<file path="config.mk">
export PLATFORM = sky130hd
export DESIGN_NAME = uart_rx
export DESIGN_NICKNAME = d
export VERILOG_FILES = /design/src/rtl/uart_rx.sv
export SDC_FILE = /design/constraint.sdc
export NUM_CORES = 1
export LEC_CHECK = 0
export CAP_MARGIN = 10
export CORE_MARGIN = 2
export CORE_UTILIZATION = 55
export CTS_BUF_LIST = sky130_fd_sc_hd__clkbuf_2 sky130_fd_sc_hd__clkbuf_4 sky130_fd_sc_hd__clkbuf_8
export DETAILED_ROUTE_END_ITERATION = 7
export HOLD_SLACK_MARGIN = 0.15
export PLACE_DENSITY = 0.76
export SLEW_MARGIN = 30
export SYNTH_ARGS = -nofsm -noshare
export SYNTH_HDL_FRONTEND = slang
export SYNTH_SLANG_ARGS = --single-unit
</file>
<file path="constraint.sdc">
create_clock -name clock -period 5.6 [get_ports clock]
set_input_delay 1.12 -clock clock [delete_from_list [all_inputs] [get_ports clock]]
set_output_delay 1.12 -clock clock [all_outputs]
set_load 0.03 [all_outputs]
</file>
<file path="src/rtl/uart_rx.sv">
// uart_rx: 8N1 UART receiver with a 2-flop input synchronizer and a valid/ready byte output.
// Optional macro UART_RX_MAJORITY_EN: each sample decision uses a 3-sample majority vote.
module uart_rx #(
  parameter int N_CYCLES = 16
) (
  input  logic       clock,
  input  logic       reset_n,
  input  logic       rx,
  output logic [7:0] data,
  output logic       valid,
  input  logic       ready,
  output logic       frame_err,
  output logic       overrun
);

  localparam logic [11:0] BIT_LAST  = 12'(N_CYCLES - 1);
  localparam logic [11:0] HALF_LAST = 12'(N_CYCLES / 2 - 1);

  typedef enum logic [2:0] {
    S_IDLE,
    S_START,
    S_DATA,
    S_STOP,
    S_WAIT_HIGH
  } state_t;

  state_t      state_q, state_d;
  logic [11:0] n_clks_q, n_clks_d;
  logic [2:0]  n_bits_q, n_bits_d;
  logic [7:0]  shreg_q, shreg_d;
  logic [7:0]  data_q, data_d;
  logic        valid_q, valid_d;
  logic        frame_err_q, frame_err_d;
  logic        overrun_q, overrun_d;
  logic        rx_meta_q, rx_meta_d;
  logic        rx_s_q, rx_s_d;
  logic        samp;
  logic        stop_ok;
  logic        bit_tick;
  logic        mid_tick;

  always_comb begin
    rx_meta_d = rx;
    rx_s_d    = rx_meta_q;
  end

`ifdef UART_RX_MAJORITY_EN
  // Two previous synchronized values; together with rx_s_q they form the vote window.
  logic [1:0] hist_q, hist_d;

  always_comb begin
    hist_d = {hist_q[0], rx_s_q};
  end

  always_ff @(posedge clock or negedge reset_n) begin
    if (!reset_n) begin
      hist_q <= 2'b11;
    end else begin
      hist_q <= hist_d;
    end
  end

  assign samp = (rx_s_q & hist_q[0]) | (rx_s_q & hist_q[1]) | (hist_q[0] & hist_q[1]);
`else
  assign samp = rx_s_q;
`endif

  assign bit_tick = (n_clks_q == BIT_LAST);
  assign mid_tick = (n_clks_q == HALF_LAST);

  always_comb begin
    state_d     = state_q;
    n_clks_d    = n_clks_q + 12'd1;
    n_bits_d    = n_bits_q;
    shreg_d     = shreg_q;
    data_d      = data_q;
    valid_d     = valid_q;
    frame_err_d = 1'b0;
    overrun_d   = 1'b0;
    stop_ok     = 1'b0;

    if (valid_q && ready) begin
      valid_d = 1'b0;
    end

    case (state_q)
      S_IDLE: begin
        n_clks_d = 12'd0;
        if (!rx_s_q) begin
          state_d = S_START;
        end
      end
      S_START: begin
        if (mid_tick) begin
          n_clks_d = 12'd0;
          n_bits_d = 3'd0;
          state_d  = samp ? S_IDLE : S_DATA;
        end
      end
      S_DATA: begin
        // Counter restarts at start-bit mid, so every tick here lands mid-bit.
        if (bit_tick) begin
          n_clks_d          = 12'd0;
          shreg_d[n_bits_q] = samp;
          if (n_bits_q == 3'd7) begin
            state_d = S_STOP;
          end else begin
            n_bits_d = n_bits_q + 3'd1;
          end
        end
      end
      S_STOP: begin
        if (bit_tick) begin
          n_clks_d = 12'd0;
          if (samp) begin
            stop_ok = 1'b1;
            state_d = S_IDLE;
          end else begin
            frame_err_d = 1'b1;
            state_d     = S_WAIT_HIGH;
          end
        end
      end
      S_WAIT_HIGH: begin
        n_clks_d = 12'd0;
        if (rx_s_q) begin
          state_d = S_IDLE;
        end
      end
      default: begin
        n_clks_d = 12'd0;
        state_d  = S_IDLE;
      end
    endcase

    // A held byte may be replaced only if it is being accepted in this same cycle.
    if (stop_ok) begin
      if (!valid_q || ready) begin
        data_d  = shreg_q;
        valid_d = 1'b1;
      end else begin
        overrun_d = 1'b1;
      end
    end
  end

  always_ff @(posedge clock or negedge reset_n) begin
    if (!reset_n) begin
      state_q     <= S_IDLE;
      n_clks_q    <= 12'd0;
      n_bits_q    <= 3'd0;
      shreg_q     <= 8'd0;
      data_q      <= 8'd0;
      valid_q     <= 1'b0;
      frame_err_q <= 1'b0;
      overrun_q   <= 1'b0;
      rx_meta_q   <= 1'b1;
      rx_s_q      <= 1'b1;
    end else begin
      state_q     <= state_d;
      n_clks_q    <= n_clks_d;
      n_bits_q    <= n_bits_d;
      shreg_q     <= shreg_d;
      data_q      <= data_d;
      valid_q     <= valid_d;
      frame_err_q <= frame_err_d;
      overrun_q   <= overrun_d;
      rx_meta_q   <= rx_meta_d;
      rx_s_q      <= rx_s_d;
    end
  end

  assign data      = data_q;
  assign valid     = valid_q;
  assign frame_err = frame_err_q;
  assign overrun   = overrun_q;

endmodule

</file>
# Yosys cells after proc, flatten, opt, wreduce, memory -nomap -nowiden

Index checks and enable logic that the tools add are counted.

Register bits after elaboration: 39
Logic and storage cells: 69

$add $sub $neg: 2
Order comparisons: 2
Equality and inequality tests: 14
Muxes and demuxes: 30
Reductions and logical operators: 11

Operators with widths:

| kind                                                              | count |
|---|---|
| 2-to-1 mux 3 bit                                                  | 10 |
| 2-to-1 mux 12 bit                                                 | 2 |
| case mux 12 bit (2 select lines)                                  | 1 |
| case mux 3 bit (5 select lines)                                   | 1 |
| != test 2 bit, second input constant                              | 7 |
| adder 12 x 1 -> 12 bit, second input constant                     | 1 |
| == test 12 x 3 -> 1 bit, second input constant                    | 1 |
| == test 12 x 4 -> 1 bit, second input constant                    | 1 |
| 2-to-1 mux 1 bit                                                  | 12 |
| bitwise mux 8 bit                                                 | 1 |
| == test 3 x 2 -> 1 bit, second input constant                     | 2 |
| == test 3 bit, second input constant                              | 2 |
| case mux 3 bit (2 select lines)                                   | 1 |
| AND reduction 6 bit                                               | 1 |
| less-than comparator 3 x 4 -> 1 bit, second input constant        | 1 |
| AND reduction 2 bit                                               | 2 |
| AND reduction 4 bit                                               | 1 |
| adder 3 x 1 -> 3 bit, second input constant                       | 1 |
| demux 1 bit (select 3 bit)                                        | 1 |
| == test 3 x 1 -> 1 bit, second input constant                     | 1 |
| greater-or-equal comparator 3 x 1 -> 1 bit, second input constant | 1 |
| logical NOT 3 bit                                                 | 1 |
| logical AND 1 bit                                                 | 2 |
| 2-to-1 mux 2 bit                                                  | 1 |
| 4 further kinds                                                   | 4 |

# Logic depth before layout (Yosys ltp)

Gate-level depths: netlist of run 1.

Word-level depth: 5
Depth in mapped cells: 6

# Least setup slack after synthesis of run 1

No wires, ideal clock.

Path type: input to register
Start: input port ready
End: register data_q[0], in the netlist data[0]
Library setup time: 125 ps
Arrival: 1,780 ps
Required time: 5,475 ps
Path slack: 3,695 ps
Cell stages on the path: 3
Cell sequence: nand2b_1 -> nand3b_4 -> mux2_4

Longest elaborated chain between the ends: 2

RTL lines:

| element                       | RTL line | source |
|---|---|---|
| from (decl)                   | 11       | `input logic ready,` |
| logical OR 1 bit              | 138      | `if (!valid_q \|\| ready) begin` |
| AND reduction 2 bit (no line) | -        |  |
| to (signal assigned)          | 164      | `data_q <= data_d;` |
| to (decl)                     | 31       | `logic [7:0] data_q, data_d;` |

Every way passes these cells.
A chain may end at the register's enable or synchronous reset.

# Worst setup path after layout of run 1

Start: register data_q[0], in the netlist data[0]
End: output port data[0]

RTL lines:

| element   | RTL line | source |
|---|---|---|
| to (decl) | 9        | `output logic [7:0] data,` |

No word-level cell between the ends.

==> flow_metrics.env, run 1 <==
export IMPL_hold_buffers=0
export IMPL_slew_violations=0
export IMPL_synth_fp_nets=168
export IMPL_setup_viol=0
export IMPL_syn_inst=161
export IMPL_die_area_mm2=0.00383
export IMPL_power_density_mw_per_mm2=337
export IMPL_num_antenna_cells=0
export IMPL_crit_buf_inv=1
export IMPL_die_height_um=61.9
export IMPL_rsz0062_at_grt="false"
export IMPL_timing_critical_path_cells="clkdlybuf4s50_1"
export IMPL_cts_buffers=5
export IMPL_min_period_ps=2540
export IMPL_dpl_hpwl_mm=2.30
export IMPL_io_pins=15
export IMPL_cts_resized=0
export IMPL_fin_crit_sh_pct=45.4
export IMPL_cts_max_level=2
export IMPL_antenna_left=0
export IMPL_slowest_delay_ps=690
export IMPL_skew_ps=13.6
export IMPL_root_buffer="clkbuf_4"
export IMPL_cts_clk_slew_worst_paths_ps=120
export IMPL_worstSetupPathType="reg2out"
export IMPL_gr_usage_all_layers_pct=18.4
export IMPL_synth_top_area_share_pct=50.3
export IMPL_relSlewSlack_pct=45.1
export IMPL_yosysUniqueCellTypes=37
export IMPL_endpoint_kind="primary output"
export IMPL_ir_drop_v=0.000220
export IMPL_port_buffer_count=14
export IMPL_required_ps=4480
export IMPL_drv_cap=0
export IMPL_crit_arrival_ps=1420
export IMPL_num_rows=21
export IMPL_dieWidth_um=61.9
export IMPL_fin_setup_tns_ps=0
export IMPL_wl_per_cell_um=13.9
export IMPL_nets=183
export IMPL_gr_total_overflow=0
export IMPL_slowest_stage="clkdlybuf4s50_1"
export IMPL_core_area_mm2=0.00328
export IMPL_max_freq_mhz=393
export IMPL_start_util_pct=56.0
export IMPL_ys_seq_elements=39
export IMPL_cp_top_family="buffers and inverters"
export IMPL_cts_buffer_depth=2
export IMPL_synth_ff_type="dfrtp_1"
export IMPL_synth_edff_count=0
export IMPL_hold_viol_final=0
export IMPL_drtIter0Drc=29
export IMPL_synth_area_mm2=0.00184
export IMPL_grt_pass1_vias=1103
export IMPL_gp_congestion=0.774
export IMPL_insertion_delay_ps=350
export IMPL_synth_area_leader_cell="dfrtp_1"
export IMPL_post_cts_buffers=0
export IMPL_vias=1250
export IMPL_drcViolationCount=0
export IMPL_power_leakage_nw=0.935
export IMPL_path_max_fanout=2
export IMPL_syn_to_final_growth_pct=13.0
export IMPL_cts_sinks=39
export IMPL_first_pass_iters=4
export IMPL_synth_area_top_cells="dfrtp_1, mux2_4, xnor2_1"
export IMPL_status="finished, final reports clean"
export IMPL_async_flop_share_pct=100
export IMPL_post_drt_via_cell_ratio=5.61
export IMPL_drive_above_1_share_pct=17.5
export IMPL_holdCritPathClass="reg2reg"
export IMPL_yosys_warnings=0
export IMPL_worstMarginPinSlew_ps=823
export IMPL_routed_wl_mm=3.11
export IMPL_grt_max_degree=40
export IMPL_fillers=261
export IMPL_syn_avg_cell_area_um2=11.4
export IMPL_yosysSeqAreaShare_pct=53.2
export IMPL_grt_pass1_wl_mm=4.95
export IMPL_grt_antenna_before_repair=0
export IMPL_cts_tree="yes"
export IMPL_critPathLaunchType="flip-flop"
export IMPL_power_uw=700
==> layout by cell type, fill, tap and decap left out, drive strengths merged, types with 3 or more instances in the layout <==
cell and n:
dfrtp 37, nor2 15, mux2 14, clkdlybuf4s50 13, nor3 12, nand2 10, xnor2 8, inv 7
nand3 7, clkbuf 7, nor4 4, o21ai 4, nand2b 3, nand4 3, o31ai 3, ha 3
==> cell type report <==
type | count | area, um2 | share of cell area, %
tap | 46 | 57.6 | 2.77
clock buffer | 7 | 65.1 | 3.13
timing repair buffer | 14 | 135 | 6.50
multi-input combinational | 109 | 810 | 38.9
inverter | 7 | 26.3 | 1.26
sequential | 39 | 978 | 47.1
clock inverter | 1 | 7.51 | 0.361
==> state kept, by name, summed over array words and instances (netlist names), 3 cells and up <==
register / flops
state_q: 3
data: 8
n_bits_q: 3
shreg_q: 8
n_clks_q: 12
==> logic make-up (layout without fill, tap and decap cells) <==
logic type / count (synthesis) / count (layout) / synth area share, %
muxes: 16 / 16 / 11.3
adders and majority gates: 3 / 3 / 2.04
and+or+nand+nor: 65 / 65 / 20.3
DFF: 39 / 39 / 53.2
buffers and inverters: 13 / 29 / 2.86
xor gates and xnor gates: 10 / 10 / 4.76
AOI/OAI and AO/OA: 15 / 15 / 5.58
==> Yosys cell counts (2+ instances only) <==
library cell  number
xor2_1             2
xnor2_1            8
nand2_1           10
dfstp_2            2
mux2_4             8
or4_4              2
a21oi_1            2
mux2i_1            2
inv_1              7
nor4_1             4
nor2b_1            2
clkbuf_1           3
nand3_1            7
nor2_1            15
dfrtp_1           37
nor3_1            10
o31ai_1            3
mux2_2             6
a311oi_1           2
nand4_1            3
o21ai_0            4
nand2b_1           3
ha_1               3
buf_2              3
==> through the flow <==
step,hold WS [ps],instance area (um2),setup slack [ps],cells,util [%]
finish,366,2080,3060,223,63.3
global route,371,2080,3000,223,63.3
CTS,368,2080,3050,223,63.3
detailed placement,351,2010,3180,215,61.1
global placement,345,2010,3220,215,61.1
floorplan,345,1840,3690,161,-
==> final timing paths <==
path                                         startpoint                      end  slack, ps  depth (start not counted)
worst min register to register      rx_meta_q$_DFF_PN1_         rx_s_q$_DFF_PN1_        370                          0
max in group asynchronous                       reset_n    n_clks_q[8]$_DFF_PN0_       4230                          1
min in group asynchronous                       reset_n   state_q[2]$_DFFE_PN0P_        850                          1
worst max register to register  n_bits_q[0]$_DFFE_PN0P_  n_bits_q[0]$_DFFE_PN0P_       3520                          6
worst min-delay path                rx_meta_q$_DFF_PN1_         rx_s_q$_DFF_PN1_        370                          0
worst max-delay path                data[0]$_DFFE_PN0P_                  data[0]       3060                          1
==> routing by layer <==
layer / global-route usage (%) / up-vias / share of wire (%) / wire length (um)
met5: 0 / - / 0 / 0
met4: 9.42 / 0 / 2.2 / 68
met3: 6.21 / 5 / 3.7 / 114
met2: 29.8 / 21 / 49 / 1520
met1: 21.9 / 619 / 45 / 1410
li1: - / 605 / - / -
==> report_power, final <==
group / total [mW] / leakage (nW) / switching [mW] / internal, mW
clock network: 0.165 / 0.0375 / 0.0914 / 0.0734
registers: 0.372 / 0.523 / 0.0563 / 0.316
logic: 0.163 / 0.374 / 0.0842 / 0.0791
No activity file was read; power rests on OpenSTA's default activity.
==> run 2, diff against run 1 <==
--- a/config.mk
+++ b/config.mk
@@ -7,11 +7,11 @@
 export LEC_CHECK = 0
 export CAP_MARGIN = 10
 export CORE_MARGIN = 2
-export CORE_UTILIZATION = 55
+export CORE_UTILIZATION = 54
 export CTS_BUF_LIST = sky130_fd_sc_hd__clkbuf_2 sky130_fd_sc_hd__clkbuf_4 sky130_fd_sc_hd__clkbuf_8
 export DETAILED_ROUTE_END_ITERATION = 7
 export HOLD_SLACK_MARGIN = 0.15
-export PLACE_DENSITY = 0.76
+export PLACE_DENSITY = 0.78
 export SLEW_MARGIN = 30
 export SYNTH_ARGS = -nofsm -noshare
 export SYNTH_HDL_FRONTEND = slang
==> constraint.sdc (replaced) <==
create_clock -name clock -period 2.12 [get_ports clock]
set_input_delay 0.424 -clock clock [delete_from_list [all_inputs] [get_ports clock]]
set_output_delay 0.424 -clock clock [all_outputs]
set_load 0.03 [all_outputs]
==> flow_metrics.env, run 2 (synthesis results as in run 1) <==
export IMPL_drv_cap=0
export IMPL_port_buffer_count=14
export IMPL_seq_power_share_pct=49.2
export IMPL_layout_common_cells="dfrtp_1, nor2_1, clkdlybuf4s50_1"
export IMPL_routed_wl_mm=3.24
export IMPL_cts_clk_slew_worst_paths_ps=120
export IMPL_io_pins=15
export IMPL_wl_per_cell_um=13.8
export IMPL_root_buffer="clkbuf_4"
export IMPL_cts_buffers=5
export IMPL_dp_worst_setup_slack_ps=177
export IMPL_power_switching_uw=640
export IMPL_grt_antenna_before_repair=0
export IMPL_max_flop_register="n_clks_q"
export IMPL_grt_pass1_vias=1245
export IMPL_max_freq_mhz=507
export IMPL_crit_arrival_ps=2210
export IMPL_setup_slack_ps=149
export IMPL_required_ps=2360
export IMPL_dieWidth_um=62.4
export IMPL_power_density_mw_per_mm2=886
export IMPL_nets=194
export IMPL_vias=1264
export IMPL_antenna_left=0
export IMPL_insertion_delay_ps=350
export IMPL_swShare_pct=33.6
export IMPL_min_period_ps=1970
export IMPL_fin_setup_tns_ps=0
export IMPL_die_area_mm2=0.00389
export IMPL_rsz0062_at_grt="false"
export IMPL_ir_drop_v=0.000607
export IMPL_dpl_hpwl_mm=2.37
export IMPL_path_max_fanout=5
export IMPL_cts_sinks=39
export IMPL_regArea_um2=978
export IMPL_p_int_mw=1.26
export IMPL_setup_viol=0
export IMPL_first_pass_iters=5
export IMPL_gr_total_overflow=0
export IMPL_hold_buffers=0
export IMPL_hold_worst_slack_ps=153
export IMPL_worstSetupPathType="reg2reg"
export IMPL_drive_above_1_share_pct=22.3
export IMPL_post_drt_via_cell_ratio=5.40
export IMPL_num_antenna_cells=0
export IMPL_cts_max_level=2
export IMPL_relSlewSlack_pct=43.8
export IMPL_num_rows=21
export IMPL_gr_usage_met3_pct=5.59
export IMPL_drcViolationCount=0
export IMPL_power_leakage_nw=0.983
export IMPL_busiest_layer="met2"
export IMPL_post_cts_buffers=0
export IMPL_cts_tree="yes"
export IMPL_p_comb_share_pct=30.6
export IMPL_met2_usage_pct=29.6
export IMPL_power_mw=1.90
export IMPL_final_common_cell="dfrtp_1"
export IMPL_fin_crit_sh_pct=92.9
export IMPL_drtIter0Drc=51
export IMPL_die_height_um=62.4
export IMPL_syn_to_final_growth_pct=16.7
export IMPL_gp_congestion=0.842
export IMPL_core_area_mm2=0.00331
export IMPL_grt_max_degree=40
export IMPL_endpoint_kind="flip-flop"
export IMPL_worstMarginPinSlew_ps=842
export IMPL_skew_ps=10.9
export IMPL_critPathLaunchType="flip-flop"
export IMPL_cts_resized=0
export IMPL_met1_usage_pct=24.6
export IMPL_cts_buffer_depth=2
export IMPL_fillers=289
export IMPL_start_util_pct=55.6
export IMPL_slew_violations=0
export IMPL_gr_usage_all_layers_pct=18.8
export IMPL_holdCritPathClass="in2async"
export IMPL_grt_pass1_wl_mm=5.68
export IMPL_finalCoreUtilization_pct=64.9
export IMPL_status="finished, final reports clean"
export IMPL_power_frac_clock_pct=20.1
export IMPL_largest_register_ffs=12
export IMPL_hold_viol_final=0
export IMPL_multi_input_area_um2=810
-- run 2: per-layer routing --
layer	vias to the layer above	share of wire (%)
met1	604	47
met3	7	4.3
li1	625	-
met4	0	1.9
met2	28	47
met5	-	0
-- run 2: cell type report --
type | instances | area share (%)
sequential | 39 | 45.6
multi-input combinational | 109 | 37.7
tap | 46 | 2.68
inverter | 7 | 1.22
timing repair buffer | 25 | 10.1
clock buffer | 6 | 2.10
clock inverter | 2 | 0.583
-- run 2: worst paths after layout --
kind / from / endpoint / slack (ps) / cells past startpoint
setup / recovery: n_clks_q[8]$_DFF_PN0_ / n_bits_q[0]$_DFFE_PN0P_ / 150 / 4
hold / removal: reset_n / n_clks_q[7]$_DFF_PN0_ / 150 / 1
setup reg to reg: n_clks_q[8]$_DFF_PN0_ / n_bits_q[0]$_DFFE_PN0P_ / 150 / 4
hold reg to reg: rx_meta_q$_DFF_PN1_ / rx_s_q$_DFF_PN1_ / 360 / 0
max in group asynchronous: reset_n / frame_err$_DFF_PN0_ / 1430 / 1
min in group clock: rx_meta_q$_DFF_PN1_ / rx_s_q$_DFF_PN1_ / 360 / 0
-- run 2: power groups by stage --
stage | clock [mW] | sequential (mW) | combinational, mW
CTS | 0.401 | 0.939 | 0.589
global placement | 0 | 0.942 | 0.563
finish | 0.383 | 0.937 | 0.583
global route | 0.439 | 0.954 | 0.655
floorplan | 0 | 0.920 | 0.423
detailed placement | 0 | 0.952 | 0.583
-- run 2: worst max-delay path, stage by stage, from the launching register on --
cell	delay (ps)
dfrtp_1	450
or4_4	580
nor3_2	330
nand2_1	200
mux2_2	310
-- run 2: metrics by stage --
stage	std cells	cell area, um2
final	234	2150
after CTS	234	2150
after detailed placement	226	2090
after global routing	234	2150
after floorplan	161	1840
after global placement	226	2090
==> run 3, diff against run 2 <==
--- a/config.mk
+++ b/config.mk
@@ -5,6 +5,7 @@
 export SDC_FILE = /design/constraint.sdc
 export NUM_CORES = 1
 export LEC_CHECK = 0
+export ABC_AREA = 1
 export CAP_MARGIN = 10
 export CORE_MARGIN = 2
 export CORE_UTILIZATION = 54
==> flow_metrics.env, run 3 <==
export IMPL_syn_inst=233
export IMPL_status="finished, final reports clean"
export IMPL_syn_to_final_growth_pct=13.8
export IMPL_hold_viol_final=0
export IMPL_yosys_top_cells_count="nand2_1, dfrtp_1, inv_1, nor2_1, nand3_1"
export IMPL_io_pins=15
export IMPL_num_rows=21
export IMPL_rsz0062_at_grt="false"
export IMPL_largest_register_ffs=12
export IMPL_grt_pass1_vias=1385
export IMPL_post_cts_buffers=0
export IMPL_r2r_setup_slack_ps=530
export IMPL_required_ps=1700
export IMPL_min_period_ps=1810
export IMPL_power_leakage_nw=1.03
export IMPL_synth_adder_area_share_pct=1.92
export IMPL_power_density_mw_per_mm2=802
export IMPL_synth_top_area_share_pct=47.4
export IMPL_drtIter0Drc=86
export IMPL_start_util_pct=57.2
export IMPL_yosys_area_share_simple_pct=31.2
export IMPL_synth_fp_nets=240
export IMPL_root_buffer="clkbuf_4"
export IMPL_skew_ps=5.88
export IMPL_cts_sinks=39
export IMPL_cts_clk_slew_worst_paths_ps=110
export IMPL_worstSetupStartpoint="data[6]$_DFFE_PN0P_"
export IMPL_grt_antenna_before_repair=0
export IMPL_cts_buffer_depth=2
export IMPL_max_freq_mhz=553
export IMPL_endpoint_kind="primary output"
export IMPL_synth_compound_area_share_pct=6.40
export IMPL_core_area_mm2=0.00342
export IMPL_dp_worst_setup_slack_ps=535
export IMPL_synth_most_common_cell="nand2_1"
export IMPL_min_delay_start="rx_meta_q$_DFF_PN1_"
export IMPL_crit_buf_inv=1
export IMPL_worstRegToRegCells=6
export IMPL_synth_area_leader_cell="dfrtp_1"
export IMPL_fin_crit_sh_pct=85.3
export IMPL_multi_input_area_um2=825
export IMPL_insertion_delay_ps=340
export IMPL_synth_xor_area_share_pct=2.69
export IMPL_layout_common_cells="nand2_1, dfrtp_1, inv_1"
export IMPL_vias=1465
export IMPL_cts_buffers=5
export IMPL_finalCoreUtilization_pct=65.1
export IMPL_cts_tree="yes"
export IMPL_first_pass_iters=4
export IMPL_worstMarginPinSlew_ps=461
export IMPL_slew_violations=0
export IMPL_worstSetupPathType="reg2out"
export IMPL_dieWidth_um=64.2
export IMPL_slowest_stage="clkdlybuf4s50_1"
export IMPL_cp_top_family="buffers and inverters"
export IMPL_reg2reg_from="n_clks_q[0]$_DFF_PN0_"
export IMPL_max_flop_register="n_clks_q"
export IMPL_ir_drop_v=0.000584
export IMPL_yosys_warnings=0
export IMPL_synth_edff_count=0
export IMPL_die_height_um=64.2
export IMPL_setup_viol=0
export IMPL_relSlewSlack_pct=69.3
export IMPL_synth_area_mm2=0.00195
export IMPL_cts_max_level=2
export IMPL_yosysUniqueCellTypes=26
export IMPL_gr_total_overflow=0
export IMPL_port_buffer_count=14
export IMPL_synth_top_family_by_area="simple AND/OR/NAND/NOR gates"
export IMPL_grt_pass1_wl_mm=5.82
export IMPL_drv_cap=0
export IMPL_timing_critical_path_cells="clkdlybuf4s50_1"
export IMPL_fin_setup_tns_ps=0
export IMPL_muxShareOfSynthArea_pct=0
export IMPL_drive_above_1_share_pct=15.4
export IMPL_ys_seq_elements=39
export IMPL_drcViolationCount=0
export IMPL_regArea_um2=978
export IMPL_critPathLaunchType="flip-flop"
export IMPL_cp_depth=1
export IMPL_slowest_delay_ps=670
export IMPL_dpl_hpwl_mm=2.26
export IMPL_die_area_mm2=0.00412
export IMPL_routed_wl_mm=3.07
export IMPL_crit_arrival_ps=1380
export IMPL_cts_resized=0
export IMPL_num_antenna_cells=0
export IMPL_holdPathStages=0
export IMPL_wl_per_cell_um=10.2
export IMPL_nets=260
export IMPL_yosysSeqAreaShare_pct=50.1
export IMPL_final_common_cell="nand2_1"
export IMPL_grt_max_degree=40
export IMPL_gr_usage_all_layers_pct=18.2
export IMPL_fillers=291
export IMPL_syn_avg_cell_area_um2=8.39
export IMPL_path_max_fanout=2
export IMPL_synth_ff_type="dfrtp_1"
export IMPL_holdCritPathClass="reg2reg"
export IMPL_async_flop_share_pct=100
export IMPL_antenna_left=0
export IMPL_gp_congestion=0.831
export IMPL_synth_area_top_cells="dfrtp_1, nand2_1, inv_1"
export IMPL_setup_slack_ps=311
export IMPL_post_drt_via_cell_ratio=4.88
[run 3: cells by family after synthesis]
group                    count (synthesis)
AO/OA/AOI/OAI                           18
buffers and inverters                   36
flip-flops                              39
adder cells (fa/ha/maj)                  3
XOR/XNOR                                 6
AND/OR/NAND/NOR                        131
[run 3: final cells by class]
| class | count | area share, % |
|---|---|---|
| Sequential cell | 39 | 44.0 |
| Multi-Input combinational cell | 158 | 37.1 |
| Timing Repair Buffer | 16 | 6.87 |
| Inverter | 33 | 5.57 |
| Tap cell | 46 | 2.59 |
| Clock buffer | 6 | 2.31 |
| Clock inverter | 2 | 1.58 |
[run 3: path summary, 6_finish.rpt]
kind	end
min in group asynchronous	state_q[2]$_DFFE_PN0P_
setup / recovery	data[6]
hold reg to reg	rx_s_q$_DFF_PN1_
setup reg to reg	data[1]$_DFFE_PN0P_
hold / removal	rx_s_q$_DFF_PN1_
max in group asynchronous	rx_meta_q$_DFF_PN1_
[run 3: metal layers]
| layer | up-vias | share of wire [%] | track usage, % |
|---|---|---|---|
| li1 | 770 | - | - |
| met1 | 667 | 49 | 23.3 |
| met2 | 24 | 46 | 29.2 |
| met3 | 4 | 3.6 | 3.70 |
| met4 | 0 | 1.4 | 9.31 |
| met5 | - | 0 | 0 |
[run 3: where the power goes]
group	leakage, nW	internal [mW]	switching (mW)
Combinational	0.445	0.126	0.281
Sequential	0.532	0.799	0.0591
Clock	0.0482	0.279	0.240
Total	1.03	1.20	0.580
[run 3: what timing repair did]
| item | in CTS | in global routing |
|---|---|---|
| setup endpoints to repair | 0 | 0 |
| hold buffers | 1 | 0 |
| hold endpoints to repair | 37 | 0 |
[run 3: per-stage QoR]
| stage | cells | total power [mW] | hold WS (ps) | area [um2] |
|---|---|---|---|---|
| global route | 300 | 1.91 | 369 | 2220 |
| floorplan | 233 | 1.21 | 128 | 1950 |
| global placement | 291 | 1.27 | 346 | 2130 |
| finish | 300 | 1.78 | 363 | 2220 |
| CTS | 300 | 1.80 | 364 | 2220 |
| detailed placement | 291 | 1.28 | 347 | 2130 |
